`config.mk`:
```
export PLATFORM = sky130hd
export DESIGN_NAME = if_stage_mo
export DESIGN_NICKNAME = d
export VERILOG_FILES = /design/src/rtl/if_stage_mo.sv
export SDC_FILE = /design/constraint.sdc
export NUM_CORES = 1
export LEC_CHECK = 0
export CORE_AREA = 2 2 132 231
export CTS_CLUSTER_DIAMETER = 200
export DETAILED_ROUTE_END_ITERATION = 16
export DIE_AREA = 0 0 134 233
export HOLD_SLACK_MARGIN = 0.06
export PLACE_DENSITY = 0.79
export SYNTH_ARGS = -nofsm -noshare
export SYNTH_HDL_FRONTEND = slang
export SYNTH_SLANG_ARGS = --single-unit
```
`constraint.sdc`:
```
create_clock -name clk -period 10 [get_ports clk]
set_input_delay 1.5 -clock clk [delete_from_list [all_inputs] [get_ports clk]]
set_output_delay 1.5 -clock clk [all_outputs]
set_load 0.02 [all_outputs]
```
`src/rtl/if_stage_mo.sv`:
```
// Instruction-fetch stage with multiple outstanding SRAM requests and an instruction buffer.
// Optional macro IF_BYPASS_EN forwards a response straight to decode when the buffer is empty.
module if_stage_mo #(
    parameter logic [31:0] RESET_PC        = 32'h1c000000,
    parameter int          MAX_OUTSTANDING = 2,
    parameter int          IBUF_DEPTH      = 4,
    parameter int          FS_TO_DS_BUS_WD = 65
) (
    input  logic                       clk,
    input  logic                       reset,
    input  logic                       ds_allowin,
    input  logic                       br_taken,
    input  logic [31:0]                br_target,
    input  logic                       fs_flush,
    input  logic [31:0]                flush_pc,
    output logic                       fs_to_ds_valid,
    output logic [FS_TO_DS_BUS_WD-1:0] fs_to_ds_bus,
    output logic                       inst_sram_req,
    output logic                       inst_sram_wr,
    output logic [1:0]                 inst_sram_size,
    output logic [3:0]                 inst_sram_wstrb,
    output logic [31:0]                inst_sram_addr,
    output logic [31:0]                inst_sram_wdata,
    input  logic                       inst_sram_addr_ok,
    input  logic                       inst_sram_data_ok,
    input  logic [31:0]                inst_sram_rdata
);

    localparam int OW = $clog2(MAX_OUTSTANDING + 1);
    localparam int PW = (MAX_OUTSTANDING > 1) ? $clog2(MAX_OUTSTANDING) : 1;
    localparam int IW = (IBUF_DEPTH > 1) ? $clog2(IBUF_DEPTH) : 1;
    localparam int CW = $clog2(IBUF_DEPTH + 1);

    logic [31:0]                pf_pc_q, pf_pc_d;
    logic [OW-1:0]              outst_q, outst_d;
    logic [OW-1:0]              discard_q, discard_d;
    logic                       halt_q, halt_d;
    logic [PW-1:0]              pq_rd_q, pq_rd_d, pq_wr_q, pq_wr_d;
    logic [31:0]                pq_mem_q [MAX_OUTSTANDING];
    logic [IW-1:0]              ib_rd_q, ib_rd_d, ib_wr_q, ib_wr_d;
    logic [CW-1:0]              ib_cnt_q, ib_cnt_d;
    logic [FS_TO_DS_BUS_WD-1:0] ib_mem_q [IBUF_DEPTH];

    logic                       redirect;
    logic [31:0]                redirect_pc;
    logic                       pc_misaligned;
    logic [31:0]                live_entries;
    logic                       hs;
    logic                       resp;
    logic                       resp_keep;
    logic [FS_TO_DS_BUS_WD-1:0] resp_entry;
    logic                       ib_empty;
    logic                       ib_pop;
    logic                       ib_push;
    logic [FS_TO_DS_BUS_WD-1:0] ib_wdata;
    logic                       adef_push;
    logic                       bypass_hit;
    logic                       bypass_taken;

    function automatic logic [PW-1:0] pq_inc(input logic [PW-1:0] p);
        return (p == PW'(MAX_OUTSTANDING - 1)) ? '0 : p + 1'b1;
    endfunction

    assign inst_sram_wr    = 1'b0;
    assign inst_sram_size  = 2'h2;
    assign inst_sram_wstrb = 4'h0;
    assign inst_sram_wdata = 32'h0;
    assign inst_sram_addr  = pf_pc_q;

    always_comb begin
        redirect      = fs_flush | br_taken;
        redirect_pc   = fs_flush ? flush_pc : br_target;
        pc_misaligned = (pf_pc_q[1:0] != 2'b00);
        // Buffered entries plus responses still owed to the buffer (stale ones excluded).
        live_entries  = 32'(ib_cnt_q) + 32'(outst_q) - 32'(discard_q);

        inst_sram_req = !reset && !redirect && !halt_q && !pc_misaligned
                        && (outst_q < OW'(MAX_OUTSTANDING))
                        && (live_entries < 32'(IBUF_DEPTH));
        hs            = inst_sram_req && inst_sram_addr_ok;

        resp       = inst_sram_data_ok && (outst_q != '0);
        resp_keep  = resp && (discard_q == '0) && !redirect;
        resp_entry = FS_TO_DS_BUS_WD'({1'b0, inst_sram_rdata, pq_mem_q[pq_rd_q]});
        ib_empty   = (ib_cnt_q == '0);

`ifdef IF_BYPASS_EN
        bypass_hit   = resp_keep && ib_empty;
        fs_to_ds_bus = ib_empty ? resp_entry : ib_mem_q[ib_rd_q];
`else
        bypass_hit   = 1'b0;
        fs_to_ds_bus = ib_mem_q[ib_rd_q];
`endif
        bypass_taken   = bypass_hit && ds_allowin;
        fs_to_ds_valid = !reset && !redirect && (!ib_empty || bypass_hit);
        ib_pop         = !ib_empty && !redirect && ds_allowin;

        adef_push = !redirect && !halt_q && pc_misaligned && !resp_keep
                    && ((ib_cnt_q != CW'(IBUF_DEPTH)) || ib_pop);
        ib_push   = !reset && ((resp_keep && !bypass_taken) || adef_push);
        ib_wdata  = adef_push ? FS_TO_DS_BUS_WD'({1'b1, 32'h0, pf_pc_q}) : resp_entry;
    end

    always_comb begin
        pf_pc_d   = pf_pc_q;
        outst_d   = outst_q + OW'(hs) - OW'(resp);
        discard_d = discard_q;
        halt_d    = halt_q;
        pq_wr_d   = hs ? pq_inc(pq_wr_q) : pq_wr_q;
        pq_rd_d   = resp ? pq_inc(pq_rd_q) : pq_rd_q;
        ib_wr_d   = ib_wr_q + IW'(ib_push);
        ib_rd_d   = ib_rd_q + IW'(ib_pop);
        ib_cnt_d  = ib_cnt_q + CW'(ib_push) - CW'(ib_pop);

        if (hs) begin
            pf_pc_d = pf_pc_q + 32'd4;
        end
        if (resp && (discard_q != '0)) begin
            discard_d = discard_q - 1'b1;
        end
        if (adef_push) begin
            halt_d = 1'b1;
        end
        // Everything still in flight after this cycle belongs to the old path; the
        // pending-PC queue keeps draining as those responses return.
        if (redirect) begin
            pf_pc_d   = redirect_pc;
            discard_d = outst_d;
            halt_d    = 1'b0;
            ib_rd_d   = ib_wr_q;
            ib_wr_d   = ib_wr_q;
            ib_cnt_d  = '0;
        end
    end

    always_ff @(posedge clk) begin
        if (reset) begin
            pf_pc_q   <= RESET_PC;
            outst_q   <= '0;
            discard_q <= '0;
            halt_q    <= 1'b0;
            pq_rd_q   <= '0;
            pq_wr_q   <= '0;
            ib_rd_q   <= '0;
            ib_wr_q   <= '0;
            ib_cnt_q  <= '0;
        end else begin
            pf_pc_q   <= pf_pc_d;
            outst_q   <= outst_d;
            discard_q <= discard_d;
            halt_q    <= halt_d;
            pq_rd_q   <= pq_rd_d;
            pq_wr_q   <= pq_wr_d;
            ib_rd_q   <= ib_rd_d;
            ib_wr_q   <= ib_wr_d;
            ib_cnt_q  <= ib_cnt_d;
        end
    end

    always_ff @(posedge clk) begin
        if (hs) begin
            pq_mem_q[pq_wr_q] <= pf_pc_q;
        end
        if (ib_push) begin
            ib_mem_q[ib_wr_q] <= ib_wdata;
        end
    end

endmodule

```
==> results of run 1 <==
-- worst max-delay path by stage --
stage                 endpoint  depth (start not counted)
2_1_floorplan   ib_mem_q[1][0]                          6
3_3_place_gp   ib_mem_q[3][63]                          9
3_5_place_dp   ib_mem_q[3][63]                          9
4_1_cts         fs_to_ds_valid                          7
5_1_grt         fs_to_ds_valid                          7
6_report        fs_to_ds_valid                          7
-- power by group --
| group | internal (mW) | leakage (nW) | total, mW | switching, mW |
|---|---|---|---|---|
| Sequential | 1.74 | 3.32 | 1.79 | 0.0560 |
| Clock | 0.624 | 0.470 | 1.14 | 0.516 |
| Combinational | 0.161 | 2.24 | 0.355 | 0.194 |
-- cell families (layout without fill, tap and decap cells) --
logic type	count (synthesis)	count (layout)	synth area share, %
AO/OA/AOI/OAI	137	137	6.235
XOR/XNOR	17	17	0.9489
AND/OR/NAND/NOR	224	224	7.519
adder cells (fa/ha/maj)	14	14	1.212
buffers and inverters	117	295	3.827
multiplexers	110	110	12.21
flip-flops	371	371	68.00
other	2	39	0.04786
-- final cells by class --
cell class              instances  area, µm²  share of cell area [%]
flip-flops and latches        371      10680                   56.52
clock inverters                12      100.1                  0.5297
clock buffers                  45      858.3                   4.542
well taps                     382      478.0                   2.529
repair buffers                214       2105                   11.14
inverters                      24      90.09                  0.4768
multi-input cells             541       4586                   24.27
-- registers in the layout, indices dropped and copies added (netlist names), named ones only --
name,count
ib_mem_q,260
pq_mem_q,64
inst_sram_addr,32
ib_cnt_q,3
discard_q,2
ib_rd_q,2
ib_wr_q,2
outst_q,2
halt_q,1
pq_rd_q,1
pq_wr_q,1
-- routing by layer --
metal | vias to the layer above | GRT usage, %
li1 | 4176 | -
met1 | 4570 | 24.27
met2 | 309 | 39.55
met3 | 56 | 2.462
met4 | 0 | 7.979
met5 | - | 0
-- cell usage in the layout, fill, tap and decap left out, types with 22 or more instances in the layout --
| master | n |
|---|---|
| nand2_1 | 58 |
| clkbuf_16 | 31 |
| dfxtp_1 | 44 |
| edfxtp_1 | 324 |
| mux2i_1 | 43 |
| mux4_2 | 65 |
| conb_1 | 39 |
| o21ai_0 | 39 |
| clkdlybuf4s50_1 | 200 |
| nor2_1 | 37 |
| nor2b_1 | 36 |
| inv_1 | 22 |
-- cells in the mapped netlist, drive strengths merged, types with 3 or more instances --
master and instances:
mux4 65, a311oi 4, or3 6, nor2 39, o221ai 3, nor2b 36, edfxtp 324, xnor2 15
o22ai 18, nor3 18, a21oi 14, and3 9, nor3b 4, nand4 13, inv 23, nand3 12
and4 6, o21a 4, dfxtp 47, a22oi 6, and2 7, a211oi 14, ha 12, nand2 58
a2111oi 10, a31oi 5, clkbuf 39, buf 54, a311o 3, nor4 9, o21ai 41, mux2i 43
-- worst min-delay path, cell delays in order (launching register included) --
cell	delay, ns
dfxtp_1	0.34
xnor2_1	0.09
nor2_1	0.08
-- per-stage QoR --
stage	utilization (%)	hold WS [ns]	total power, mW
3_3_place_gp	61.47	0.5008	2.169
6_report	64.75	0.5398	3.289
3_5_place_dp	61.47	0.5123	2.182
2_1_floorplan	-	0.4813	2.032
4_1_cts	64.75	0.5363	3.309
5_1_grt	64.75	0.5509	3.391
==> results.yml, run 1 <==
timing:
  setup_viol_count_final: 0
  max_freq_ghz: 0.1868
  setup_slack_ns: 4.647
  skew_ns: 0.02035
  slew_violations: 0
  post-route-period-util_pct: 53.53
  period_needed_ns: 5.353
  max_slew_margin_pct: 30.35
  hold_viol: 0
  final.setup.tns_ns: 0
  rsz0062_at_grt: "false"
  worst_slew_pin_slew_ns: 1.045
global_route:
  grt_use_total_pct: 21.01
  antenna_found_initial: 0
  grt_pass1_wl_um: 50500
  grt_pass1_vias: 9173
  grt_overflow_total: 0
  grt_max_degree: 103
detailed_routing:
  maxUsedRoutingLayer: "met4"
  vias: 9111
  wl_met3_um: 1551
  drc: 0
  wl_met2_um: 18260
  drt_iter0_drc: 676
  wire_per_inst_um: 20.97
  ant_nets: 0
  viasPerCell: 5.734
  wirelength_um: 33330
  wl_met1_um: 12550
  dr.pass1.iters: 5
floorplan:
  die_height_um: 233
  fp-row-count: 83
  die_area_mm2: 0.03122
  ios: 241
  dieWidth_um: 134
  start_util_pct: 53.78
  core-area_mm2: 0.02918
power_and_ir_drop:
  powerDensity_mw_per_mm2: 174.1
  p_leak_nw: 6.029
  vdd_drop_max_mv: 0.1503
cells_and_area:
  antenna_cells: 0
  syn2layout_area_growth_pct: 20.41
  final_cell_area_mm2: 0.01890
  layout-drive-gt1-share_pct: 12.51
  layout.nets: 1300
  n_fill_cell: 2064
  final_cells: 1589
placement:
  dpl_cell_area_mm2: 0.01794
  hpwl_um: 21390
  gp_congestion: 0.8877
  io_buffers: 201
  dp_slack_ns: 4.540
  placedCellCount: 1532
yosys:
  yosysUniqueCellTypes: 66
  synth.area.top_cells: "edfxtp_1 62%, mux4_2 9.3%, dfxtp_1 6.0%"
  yosysWarnings: 0
  ys_ff_latch: 371
  synth_area_per_cell_um2: 15.82
  syn_inst: 992
  synth_area_mm2: 0.01569
  synthArstFlopShare_pct: 0
  synth.largest_area_cell: "edfxtp_1"
  synth_edf_count: 324
  synth_top_area_share_pct: 62.00
  synth_flop_cell: "edfxtp_1"
  yosysSeqAreaShare_pct: 68.00
flow_run:
  drv_cap: 0
cts:
  cts_resized: 0
  insertion_delay_ns: 0.55
  tritoncts: "built"
  postCtsSetupRepairBufs: 0
  cts.sink_count: 371
  postCtsHoldBufs: 0
  numCtsBuffers: 31
  clk_pin_slew_ns: 0.07
  root_buffer: "clkbuf_16"
  clockBufferDepth: 3
  htreeDepth: 1
run_status:
  status: "complete, no violations"
min_path:
  hold_depth: 2
  hold_class: "register to register"
  worstHoldEndpoint: "pq_rd_q"
  min_from: "pq_rd_q"
worst_setup_path:
  path_cells: "clkdlybuf4s50_1 > buf_4 > nor2_2 > buf_4 > nand2_1 > a31oi_1 > clkdlybuf4s50_1"
  crit_path_start_kind: "input pin"
  crit_buf_inv: 4
  required_ns: 8.50
  cp-end-kind: "output pin"
  reg2reg_to: "discard_q[1]"
  slowest_delay_ns: 0.65
  slowest_stage: "clkdlybuf4s50_1"
  crit_path_start: "fs_flush"
  crit_fanout: 39
  rrSetupSlack_ns: 6.05
  crit_arrival_ns: 3.85
  crit_family: "buffers and inverters"
  r2r_cells: 17
  rr_startpoint: "ib_cnt_q[1]"
  crit_type: "input pin to output pin"
(Power assumes the default switching activity.)
==> run 2, diff against run 1 <==
==> config.mk (replaced) <==
export PLATFORM = sky130hd
export DESIGN_NAME = if_stage_mo
export DESIGN_NICKNAME = d
export VERILOG_FILES = /design/src/rtl/if_stage_mo.sv
export SDC_FILE = /design/constraint.sdc
export NUM_CORES = 1
export LEC_CHECK = 0
export CORE_AREA = 2 2 139 242
export CTS_CLUSTER_DIAMETER = 200
export DETAILED_ROUTE_END_ITERATION = 16
export DIE_AREA = 0 0 141 244
export HOLD_SLACK_MARGIN = 0.06
export PLACE_DENSITY = 0.76
export SYNTH_ARGS = -nofsm -noshare
export SYNTH_HDL_FRONTEND = slang
export SYNTH_SLANG_ARGS = --single-unit
==> constraint.sdc (replaced) <==
create_clock -name clk -period 4.3 [get_ports clk]
set_input_delay 0.645 -clock clk [delete_from_list [all_inputs] [get_ports clk]]
set_output_delay 0.645 -clock clk [all_outputs]
set_load 0.02 [all_outputs]
==> results.yml, run 2 (synthesized netlist as in run 1, its figures left out) <==
global_route:
  grt_pass1_vias: 9654
  grt_overflow_total: 0
  grt_max_degree: 102
  grt_pass1_wl_um: 53160
  antenna_found_initial: 0
  grt_use_total_pct: 19.97
cts:
  htreeDepth: 1
  clockBufferDepth: 3
  postCtsSetupRepairBufs: 0
  clk_pin_slew_ns: 0.07
  root_buffer: "clkbuf_16"
  tritoncts: "built"
  numCtsBuffers: 31
  cts.sink_count: 371
  insertion_delay_ns: 0.56
detailed_routing:
  viasPerCell: 5.660
  drt_iter0_drc: 442
  drc: 0
  wire_per_inst_um: 21.15
  wirelength_um: 34180
  dr.pass1.iters: 4
  vias: 9147
  ant_nets: 0
min_path:
  hold_depth: 2
  hold_class: "register to register"
worst_setup_path:
  path_cells: "inv_1 > fa_1 > inv_1 > ha_1 > and3b_4 > or4_4 > a21oi_1 > dlymetal6s2s_1"
  r2r_cells: 16
  crit_buf_inv: 3
  crit_arrival_ns: 3.14
  slowest_stage: "or4_4"
  crit_type: "register to output pin"
  required_ns: 3.65
  crit_fanout: 12
  cp-end-kind: "output pin"
  slowest_delay_ns: 0.61
  crit_family: "adder cells"
  crit_path_start_kind: "register"
  path_common_cell: "inv_1"
  worstSetupPathDepth: 8
floorplan:
  ios: 241
  die_height_um: 244
  die_area_mm2: 0.03440
  start_util_pct: 48.54
  core-area_mm2: 0.03233
  dieWidth_um: 141
  fp-row-count: 87
power_and_ir_drop:
  combPwrFrac_pct: 10.5
  switchingPower_mw: 1.826
  internal_power_mw: 6.053
  netSwitchingFraction_pct: 23.17
  p_seq_share_pct: 53.0
  powerDensity_mw_per_mm2: 411.3
  vdd_drop_max_mv: 0.2667
  p_leak_nw: 6.126
  clkPwrFrac_pct: 36.6
timing:
  setup_viol_count_final: 0
  final.setup.tns_ns: 0
  skew_ns: 0.01680
  slew_violations: 0
  worst_slew_pin_slew_ns: 1.076
  max_freq_ghz: 0.2640
  hold_viol: 0
  max_slew_margin_pct: 28.25
  post-route-period-util_pct: 88.10
  period_needed_ns: 3.788
  rsz0062_at_grt: "false"
placement:
  gp_congestion: 0.8759
  placedCellCount: 1559
  hpwl_um: 21940
  io_buffers: 201
cells_and_area:
  top_register: "ib_mem_q"
  antenna_cells: 0
  layout-drive-gt1-share_pct: 13.98
  layout.nets: 1309
  layout_common_cells: "324 x edfxtp_1, 199 x clkdlybuf4s50_1, 65 x mux4_2"
  syn2layout_area_growth_pct: 22.08
  final_cells: 1616
  largest_register_ffs: 260
  layout_commonest_cell: "edfxtp_1"
run_status:
  status: "complete, no violations"
flow_run:
  drv_cap: 0
run 2: final timing paths:
check / from / endpoint / slack [ns]
max: outst_q[1] / inst_sram_req / 0.51
min: pq_rd_q / register / 0.54
max reg2reg: outst_q[1] / discard_q[1] / 0.71
min reg2reg: pq_rd_q / register / 0.54
run 2: what timing repair did:
item                                   in CTS  in global routing
setup endpoints to repair                   0                  1
endpoints found under the hold margin       0                  0
resized for setup                           0                  1
hold buffers                                0                  0
run 2: power by group through the flow:
| stage | Sequential [mW] | Clock, mW | Combinational [mW] |
|---|---|---|---|
| 2_1_floorplan | 4.20 | 0 | 0.520 |
| 3_3_place_gp | 4.25 | 0 | 0.809 |
| 3_5_place_dp | 4.25 | 0 | 0.827 |
| 4_1_cts | 4.17 | 2.94 | 0.831 |
| 5_1_grt | 4.18 | 3.07 | 0.892 |
| 6_report | 4.17 | 2.88 | 0.827 |
run 2: layout make-up:
class	instances	area (µm²)
sequential	371	10680
inverter	24	90.09
timing repair buffer	223	2225
multi-input combinational	541	4604
fill	2402	13170
tap	400	500.5
clock buffer	32	779.5
clock inverter	25	279.0
run 2: layer usage:
layer / up-vias / track usage, % / part of all wire, %
li1: 4206 / - / -
met1: 4567 / 22.59 / 37
met2: 310 / 37.70 / 55
met3: 64 / 2.663 / 4.6
met4: 0 / 7.971 / 3.2
met5: - / 0 / 0
run 2: through the flow:
| step | total power [mW] | setup slack, ns | utilization [%] | cell area (µm²) | hold slack (ns) |
|---|---|---|---|---|---|
| after floorplan | 4.724 | 0.1073 | - | 15870 | 0.4813 |
| after global placement | 5.058 | 0.6828 | 55.97 | 18100 | 0.5266 |
| after detailed placement | 5.081 | 0.7084 | 55.97 | 18100 | 0.5278 |
| after CTS | 7.948 | 0.08618 | 59.25 | 19150 | 0.5490 |
| after global routing | 8.144 | 0.3641 | 59.26 | 19160 | 0.5967 |
| final | 7.879 | 0.5116 | 59.26 | 19160 | 0.5433 |
run 2: worst reg2reg max path, stage by stage, from the launching register on:
cell     delay [ns]
dfxtp_1        0.37
inv_1          0.10
fa_1           0.56
inv_1          0.05
ha_1           0.28
and3b_4        0.19
or4_4          0.61
a21oi_2        0.22
inv_2          0.05
ha_1           0.27
inv_1          0.03
ha_1           0.18
xnor2_1        0.16
xnor2_1        0.16
nor2_1         0.06
a21oi_1        0.13
nor2_1         0.05
